### src/rtl/btn_gesture_multi.sv
// btn_gesture_multi
// Multi-channel push-button gesture front end. Each channel synchronises and
// debounces its raw pin, then classifies short presses, long presses, and
// counts presses inside a window that opens after a long press is released.
// All timing is derived from one shared tick divider.
//
// Ports:
//   clk          system clock
//   rst          asynchronous, active-high reset
//   btn_raw      raw button pins (asynchronous to clk), polarity set by ACTIVE_LOW
//   btn_level    debounced pressed state per channel, 1 = pressed
//   short_pulse  1-cycle pulse when a short press is released
//   long_pulse   1-cycle pulse when a hold reaches LONG_TICKS
//   cnt_valid    1-cycle pulse when a press-count window closes
//   press_cnt    per-channel count, channel i at [i*CNT_W +: CNT_W], held until
//                the next report
//
// Per-channel FSM:
//   state    | meaning
//   ---------+------------------------------------------------------------
//   S_IDLE   | waiting for a debounced press
//   S_HOLD   | button held, hold timer running toward LONG_TICKS
//   S_ARMED  | long press seen, waiting for its release
//   S_WINDOW | counting presses until the window timer expires
//   S_REPORT | publish the count and pulse cnt_valid

module btn_gesture_multi #(
  parameter int N_BTN          = 4,
  parameter int TICK_DIV       = 50000,
  parameter int DEBOUNCE_TICKS = 20,
  parameter int LONG_TICKS     = 3000,
  parameter int WINDOW_TICKS   = 5000,
  parameter int CNT_W          = 4,
  parameter int ACTIVE_LOW     = 1
) (
  input  logic                   clk,
  input  logic                   rst,
  input  logic [N_BTN-1:0]       btn_raw,
  output logic [N_BTN-1:0]       btn_level,
  output logic [N_BTN-1:0]       short_pulse,
  output logic [N_BTN-1:0]       long_pulse,
  output logic [N_BTN-1:0]       cnt_valid,
  output logic [N_BTN*CNT_W-1:0] press_cnt
);

  localparam int TMR_MAX = (LONG_TICKS > WINDOW_TICKS) ? LONG_TICKS : WINDOW_TICKS;
  localparam int TMR_W   = $clog2(TMR_MAX + 1);
  localparam int DIV_W   = (TICK_DIV > 1) ? $clog2(TICK_DIV) : 1;
  localparam int DB_W    = $clog2(DEBOUNCE_TICKS + 1);

  // Raw pin level that means "released", used as the synchroniser reset value.
  localparam logic [N_BTN-1:0] REL_RAW = (ACTIVE_LOW != 0) ? {N_BTN{1'b1}} : {N_BTN{1'b0}};

  typedef enum logic [2:0] {
    S_IDLE,
    S_HOLD,
    S_ARMED,
    S_WINDOW,
    S_REPORT
  } state_t;

  // ---------------------------------------------------------------------------
  // Shared tick divider
  // ---------------------------------------------------------------------------
  logic [DIV_W-1:0] div_cnt;
  logic             tick;

  assign tick = (div_cnt == DIV_W'(TICK_DIV - 1));

  always_ff @(posedge clk or posedge rst) begin
    if (rst) begin
      div_cnt <= '0;
    end else if (tick) begin
      div_cnt <= '0;
    end else begin
      div_cnt <= div_cnt + 1'b1;
    end
  end

  // ---------------------------------------------------------------------------
  // Two-flop synchroniser and polarity normalisation (pressed = 1)
  // ---------------------------------------------------------------------------
  logic [N_BTN-1:0] sync1;
  logic [N_BTN-1:0] sync2;
  logic [N_BTN-1:0] sync_lvl;

  always_ff @(posedge clk or posedge rst) begin
    if (rst) begin
      sync1 <= REL_RAW;
      sync2 <= REL_RAW;
    end else begin
      sync1 <= btn_raw;
      sync2 <= sync1;
    end
  end

  assign sync_lvl = (ACTIVE_LOW != 0) ? ~sync2 : sync2;

  // ---------------------------------------------------------------------------
  // Per-channel debounce and gesture FSM
  // ---------------------------------------------------------------------------
  for (genvar i = 0; i < N_BTN; i++) begin : g_ch
    logic [DB_W-1:0]  db_cnt;
    logic             lvl_q;
    logic             db_accept;
    logic             press_edge;
    logic             rel_edge;

    state_t           state_q;
    state_t           state_d;
    logic [TMR_W-1:0] tmr_q;
    logic [TMR_W-1:0] tmr_d;
    logic [CNT_W-1:0] cnt_q;
    logic [CNT_W-1:0] cnt_d;
    logic [CNT_W-1:0] rpt_q;
    logic             short_d;
    logic             long_d;
    logic             valid_d;
    logic             short_q;
    logic             long_q;
    logic             valid_q;
    logic             hold_expire;
    logic             win_expire;

    // The new level is accepted on the tick that completes the stability run.
    // The edge strobes fire in that same tick cycle, so they line up with the
    // hold/window timer matches and the boundary cases can coincide.
    assign db_accept  = tick && (sync_lvl[i] != lvl_q) &&
                        (db_cnt == DB_W'(DEBOUNCE_TICKS - 1));
    assign press_edge = db_accept && !lvl_q;
    assign rel_edge   = db_accept &&  lvl_q;

    always_ff @(posedge clk or posedge rst) begin
      if (rst) begin
        db_cnt <= '0;
        lvl_q  <= 1'b0;
      end else if (sync_lvl[i] == lvl_q) begin
        db_cnt <= '0;
      end else if (db_accept) begin
        db_cnt <= '0;
        lvl_q  <= sync_lvl[i];
      end else if (tick) begin
        db_cnt <= db_cnt + 1'b1;
      end
    end

    assign hold_expire = tick && (tmr_q == TMR_W'(LONG_TICKS - 1));
    assign win_expire  = tick && (tmr_q == TMR_W'(WINDOW_TICKS - 1));

    always_comb begin
      state_d = state_q;
      tmr_d   = tmr_q;
      cnt_d   = cnt_q;
      short_d = 1'b0;
      long_d  = 1'b0;
      valid_d = 1'b0;
      case (state_q)
        S_IDLE: begin
          if (press_edge) begin
            state_d = S_HOLD;
            tmr_d   = '0;
          end
        end
        S_HOLD: begin
          if (tick) begin
            tmr_d = tmr_q + 1'b1;
          end
          // Expiry wins over a coincident release; that release is consumed.
          if (hold_expire) begin
            long_d  = 1'b1;
            state_d = S_ARMED;
          end else if (rel_edge) begin
            short_d = 1'b1;
            state_d = S_IDLE;
          end
        end
        S_ARMED: begin
          if (rel_edge) begin
            state_d = S_WINDOW;
            cnt_d   = '0;
            tmr_d   = '0;
          end
        end
        S_WINDOW: begin
          if (press_edge && (cnt_q != {CNT_W{1'b1}})) begin
            cnt_d = cnt_q + 1'b1;
          end
          if (tick) begin
            tmr_d = tmr_q + 1'b1;
          end
          if (win_expire) begin
            state_d = S_REPORT;
          end
        end
        S_REPORT: begin
          valid_d = 1'b1;
          state_d = S_IDLE;
        end
        default: begin
          state_d = S_IDLE;
        end
      endcase
    end

    always_ff @(posedge clk or posedge rst) begin
      if (rst) begin
        state_q <= S_IDLE;
        tmr_q   <= '0;
        cnt_q   <= '0;
        rpt_q   <= '0;
        short_q <= 1'b0;
        long_q  <= 1'b0;
        valid_q <= 1'b0;
      end else begin
        state_q <= state_d;
        tmr_q   <= tmr_d;
        cnt_q   <= cnt_d;
        short_q <= short_d;
        long_q  <= long_d;
        valid_q <= valid_d;
        if (valid_d) begin
          rpt_q <= cnt_q;
        end
      end
    end

    assign btn_level[i]               = lvl_q;
    assign short_pulse[i]             = short_q;
    assign long_pulse[i]              = long_q;
    assign cnt_valid[i]               = valid_q;
    assign press_cnt[i*CNT_W +: CNT_W] = rpt_q;
  end

endmodule

### config.mk
export PLATFORM = sky130hd
export DESIGN_NAME = btn_gesture_multi
export DESIGN_NICKNAME = d
export VERILOG_FILES = /design/src/rtl/btn_gesture_multi.sv
export SDC_FILE = /design/constraint.sdc
export NUM_CORES = 1
export LEC_CHECK = 0
export CORE_MARGIN = 3
export CORE_UTILIZATION = 60
export DETAILED_ROUTE_END_ITERATION = 10
export PLACE_DENSITY = 0.75
export SETUP_SLACK_MARGIN = 0.5
export SYNTH_ARGS = -nofsm -noshare
export SYNTH_HDL_FRONTEND = slang
export SYNTH_SLANG_ARGS = --single-unit
### constraint.sdc
create_clock -name clk -period 10.5 [get_ports clk]
set_clock_uncertainty 0.1 [all_clocks]
set_input_delay 2.1 -clock clk [delete_from_list [all_inputs] [get_ports clk]]
set_output_delay 2.1 -clock clk [all_outputs]
set_load 0.02 [all_outputs]
== Yosys cells after proc, flatten, opt, wreduce, memory -nomap -nowiden ==
Cells that the tools add are included.

* Add/subtract/negate cells: 13
* Multipliers: 0
* Div/mod/pow operators: 0
* $lt $le $gt $ge: 0
* Equality and inequality tests: 65
* Shift-type cells: 0
* Muxes and demuxes: 89
* Bitwise operators: 5
* Reduce and logical (&&, ||, !) cells: 68

{| class="wikitable"
|+ Operator list
! operator !! number
|-
| two-way mux 13 bit || 12
|-
| case mux 13 bit (3 select lines) || 4
|-
| two-way mux 3 bit || 20
|-
| two-way mux 5 bit || 12
|-
| adder 13 x 1 -> 13 bit (second input constant) || 4
|-
| equality test 13 x 12 -> 1 bit (second input constant) || 4
|-
| equality test 13 bit (second input constant) || 4
|-
| case mux 3 bit (4 select lines) || 4
|-
| two-way mux 4 bit || 8
|-
| != test 2 bit (second input constant) || 16
|-
| case mux 4 bit (2 select lines) || 4
|-
| AND reduction 4 bit || 8
|-
| logical AND 1 bit || 28
|-
| equality test 3 x 2 -> 1 bit (second input constant) || 8
|-
| two-way mux 1 bit || 24
|-
| nonzero test 3 bit || 8
|-
| adder 5 x 1 -> 5 bit (second input constant) || 4
|-
| equality test 5 bit (second input constant) || 4
|-
| adder 16 x 1 -> 16 bit (second input constant) || 1
|-
| adder 4 x 1 -> 4 bit (second input constant) || 4
|-
| equality test 16 bit (second input constant) || 1
|-
| two-way mux 16 bit || 1
|-
| != test 4 bit (second input constant) || 4
|-
| equality test 3 x 1 -> 1 bit (second input constant) || 4
|-
| other kinds (13) || 49
|}

* Register bits: 156
* Bits in latches: 0
* Memory bits (writable): 0
* ROM bits: 0
* Input port bits: 6
* Logic and storage cells: 279
* Memories kept: 0

== Longest topological paths before layout ==
* Depth in word-level cells: 8
* Mapped depth: 9

== Least setup slack after synthesis ==
Ideal clock, no wire load.

* Path type: register to output
* Start: reg g_ch[0].lvl_q
* End: out btn_level[0]
* Arrival time: 0.589 ns
* Data required time: 8.300 ns
* Path slack: 7.711 ns
* Cell stages (with the launch flop): 2
* Buffers on the path: 1
* Path through: dfrtp_1 buf_4

{| class="wikitable"
|+ RTL lines
! element !! line !! source
|-
| from (decl) || 104 || <nowiki>logic lvl_q;</nowiki>
|-
| from (signal assigned) || 141 || <nowiki>lvl_q <= sync_lvl[i];</nowiki>
|-
| to (decl) || 39 || <nowiki>output logic [N_BTN-1:0] btn_level,</nowiki>
|}

No word-level cell between the ends.

== Worst setup path in the final report ==
* Start: reg g_ch[2].lvl_q
* End: out btn_level[2]

{| class="wikitable"
|+ RTL lines
! element !! line
|-
| from (decl) || 104
|-
| from (signal assigned) || 141
|}

No word-level cell between the ends.

==> impl_results.md <==
- Area of the core: 12800 sq um
- Synth top cells by count: dfrtp_1, nand2_1, o21ai_0
- GRT Resource Usage Total: 0.233
- CP Cell Sequence: clkdlybuf4s50_1
- Clk_lat worst skew: about 420 ps
- Maxcap violations: 0
- Clk slew on worst S/H paths: 50 ps
- DR vias: roughly 6300
- R2R cell count: 7
- Clock net sink count: 156
- Top-area cell type share of the netlist area: 0.464
- Worst Tran Pin Value: 1080 ps
- Synth area leader: dfrtp_1
- CTS max path bufs: 2
- First-pass GRT wire length: between 20000 and 30000 um
- Synth warn: 0
- Layout area overhead: 11.1%
- Cts repair resizes: 0
- RSZ-0062 raised after global routing: no
- Number of global-route vias before repair: just over 6000
- Multi-input logic area: about 3800 sq um
- Synth area leaders: dfrtp_1, o21ai_0, nand2_1
- ANT nets after route: 0
- Gpl congestion: 0.912
- CP top delay family: buffers and inverters
- Share of cells above drive strength 1: 0.0809
- Via/cell ratio: between 6 and 7
- Post-DP HPWL: about 11000 um
- Post-Route WL: ~16000 um
- DRC: 0
- Grt total ovfl: 0
- Setup_tns: 0 ps
- Max transition margin: 0.274
- Row cnt: 41
- Register area: 3910 sq um
- Critical path class: reg -> out
- Netlist cell types: 64
- Hold Violations, Final: 0
- Final instance area: approximately 8900 sq um
- # IOs: 38
- Synthesized area: between 7000 and 8000 sq um
- Placed Area: 8320 sq um
- Final period utilization: 0.365
- CTS tree: yes
- Final Setup Violations: 0
- Max Fclk: between 0.2 and 0.3 GHz
- Min Tclk post-route: 3830 ps
- DIE HEIGHT: between 100 and 150 um
- Largest net degree at the start of global routing: 84
- Post-CTS Setup Repair Bufs: 0
- Status: complete, no violations
- Power, Total: roughly 1.2 mW
- Number of antenna violations at the first check in global routing: 0
- PwrDens: roughly 130 nW/um^2
- Sequential area share after synthesis: 0.490
- Die X: between 100 and 150 um
- Critical path depth: 1
- Worst path max stage delay: around 680 ps
- Worst-path fanout max: 9
- Element type at the critical path start: flop
- DR WL/cell: 15.9 um
- Fillers: 986
- Worst path buffer plus inverter count: 1
- Pre-Repair DR Iteration Count: 5
- VDD IR-drop max: around 0.13 mV
- Most used DFF post-synth: dfrtp_1
- Synthesized area per cell: 9.61 sq um
- EDFF count, synth: 0
- Critical path data required time: approximately 8300 ps
- Die area: 14700 sq um
- Leak: 3.75 nW
- Mapped Nets: 850
- Hold Crit Class: reg -> reg
- CP Capture Type: primary output
- Worst hold margin: approximately 250 ps
- Hold-fix buffers at CTS: 0
- Initial DRC Count: 467
- H-Tree Depth: 4
- Most numerous cell in the Yosys netlist: dfrtp_1
- Inserted Clock Buffers: 17
- Fin. max-slew vios: 0
- Initial core utilization: 0.623
- #FFs+latches synth: about 160
- Crit-path slowest cell: clkdlybuf4s50_1
- Worst hold stages: 0
- Final core utilization: 0.692
- Crit path arrival time: 1630 ps
- Nets: 859
- Synth Instances: around 830
- Antenna cells: 0
- Ys async rst share: 1.00
- Buffers added on ports: 37
- Root buffer cell: clkbuf_16
==> cell usage in the layout (no fill, tap or decap), types with 8 or more instances in the layout <==
master,Yosys,final
or3_1,12,12
inv_1,12,11
a31oi_1,17,17
nand4_1,15,15
clkbuf_1,21,9
a21oi_1,23,23
nor3_1,20,20
xor2_1,15,15
dfrtp_1,148,148
ha_1,13,13
xnor2_1,13,13
mux2_2,18,18
nor2_1,59,59
o21ai_0,85,85
nor4_1,14,14
clkdlybuf4s50_1,0,37
clkbuf_16,0,17
and3_1,12,12
o31ai_1,21,21
nor3b_1,9,9
nand2_1,94,94
nand3_1,59,59
nor2b_1,17,17
o41ai_1,10,10
dfstp_2,8,8
==> routing by layer <==
layer,vias to the layer above,GRT usage,wire [um]
met5,-,0,0
met4,0,0.0714,208
met3,21,0.0597,681
met2,151,0.387,7980
met1,3072,0.302,7410
li1,3031,-,-
==> registers in the layout (all words and copies together) (netlist names) <==
name	cells
g_ch.valid_q	4
g_ch.rpt_q	16
g_ch.db_cnt	20
g_ch.lvl_q	4
sync2	4
g_ch.cnt_q	16
div_cnt	16
g_ch.long_q	4
sync1	4
g_ch.state_q	12
g_ch.tmr_q	52
g_ch.short_q	4
==> power breakdown <==
part / internal [mW] / switching, mW / leakage, nW
registers: 0.604 / 0.00119 / 2.14
clock network: 0.351 / 0.219 / 0.267
logic: 0.00285 / 0.0131 / 1.35
==> worst paths after layout <==
check                                    from                to  slack [ps]
worst min-delay path                 sync1[1]          sync2[1]         250
max in group asynchronous                 rst  g_ch[3].tmr_q[0]        6810
worst min register to register       sync1[1]          sync2[1]         250
worst max-delay path            g_ch[2].lvl_q      btn_level[2]        6670
min in group asynchronous                 rst  g_ch[1].tmr_q[6]        2100
worst max register to register     div_cnt[0]  g_ch[1].tmr_q[7]        7330
==> cells by family (layout without fill, tap and decap cells) <==
group	count (synthesis)	in the layout	synth area share
AND/OR/NAND/NOR	364	364	0.246
AO/OA/AOI/OAI	186	186	0.142
flip-flops	156	156	0.490
buffers and inverters	61	83	0.0396
XOR/XNOR	28	28	0.0307
multiplexers	23	23	0.0317
adder cells (fa/ha/maj)	13	13	0.0204
==> through the flow <==
step	instances	worst slack, ps
finish	1025	6670
floorplan	831	4110
global route	1025	6530
global placement	993	6290
CTS	1025	6640
detailed placement	993	6260
==> final cells by class <==
cell class,instances,area share
Timing Repair Buffer,39,0.0434
Inverter,12,0.00564
Clock buffer,30,0.0580
Tap cell,172,0.0243
Clock inverter,2,0.00395
Sequential cell,156,0.441
Multi-Input combinational cell,614,0.423
Note: power is estimated with default switching activity, not from simulation.
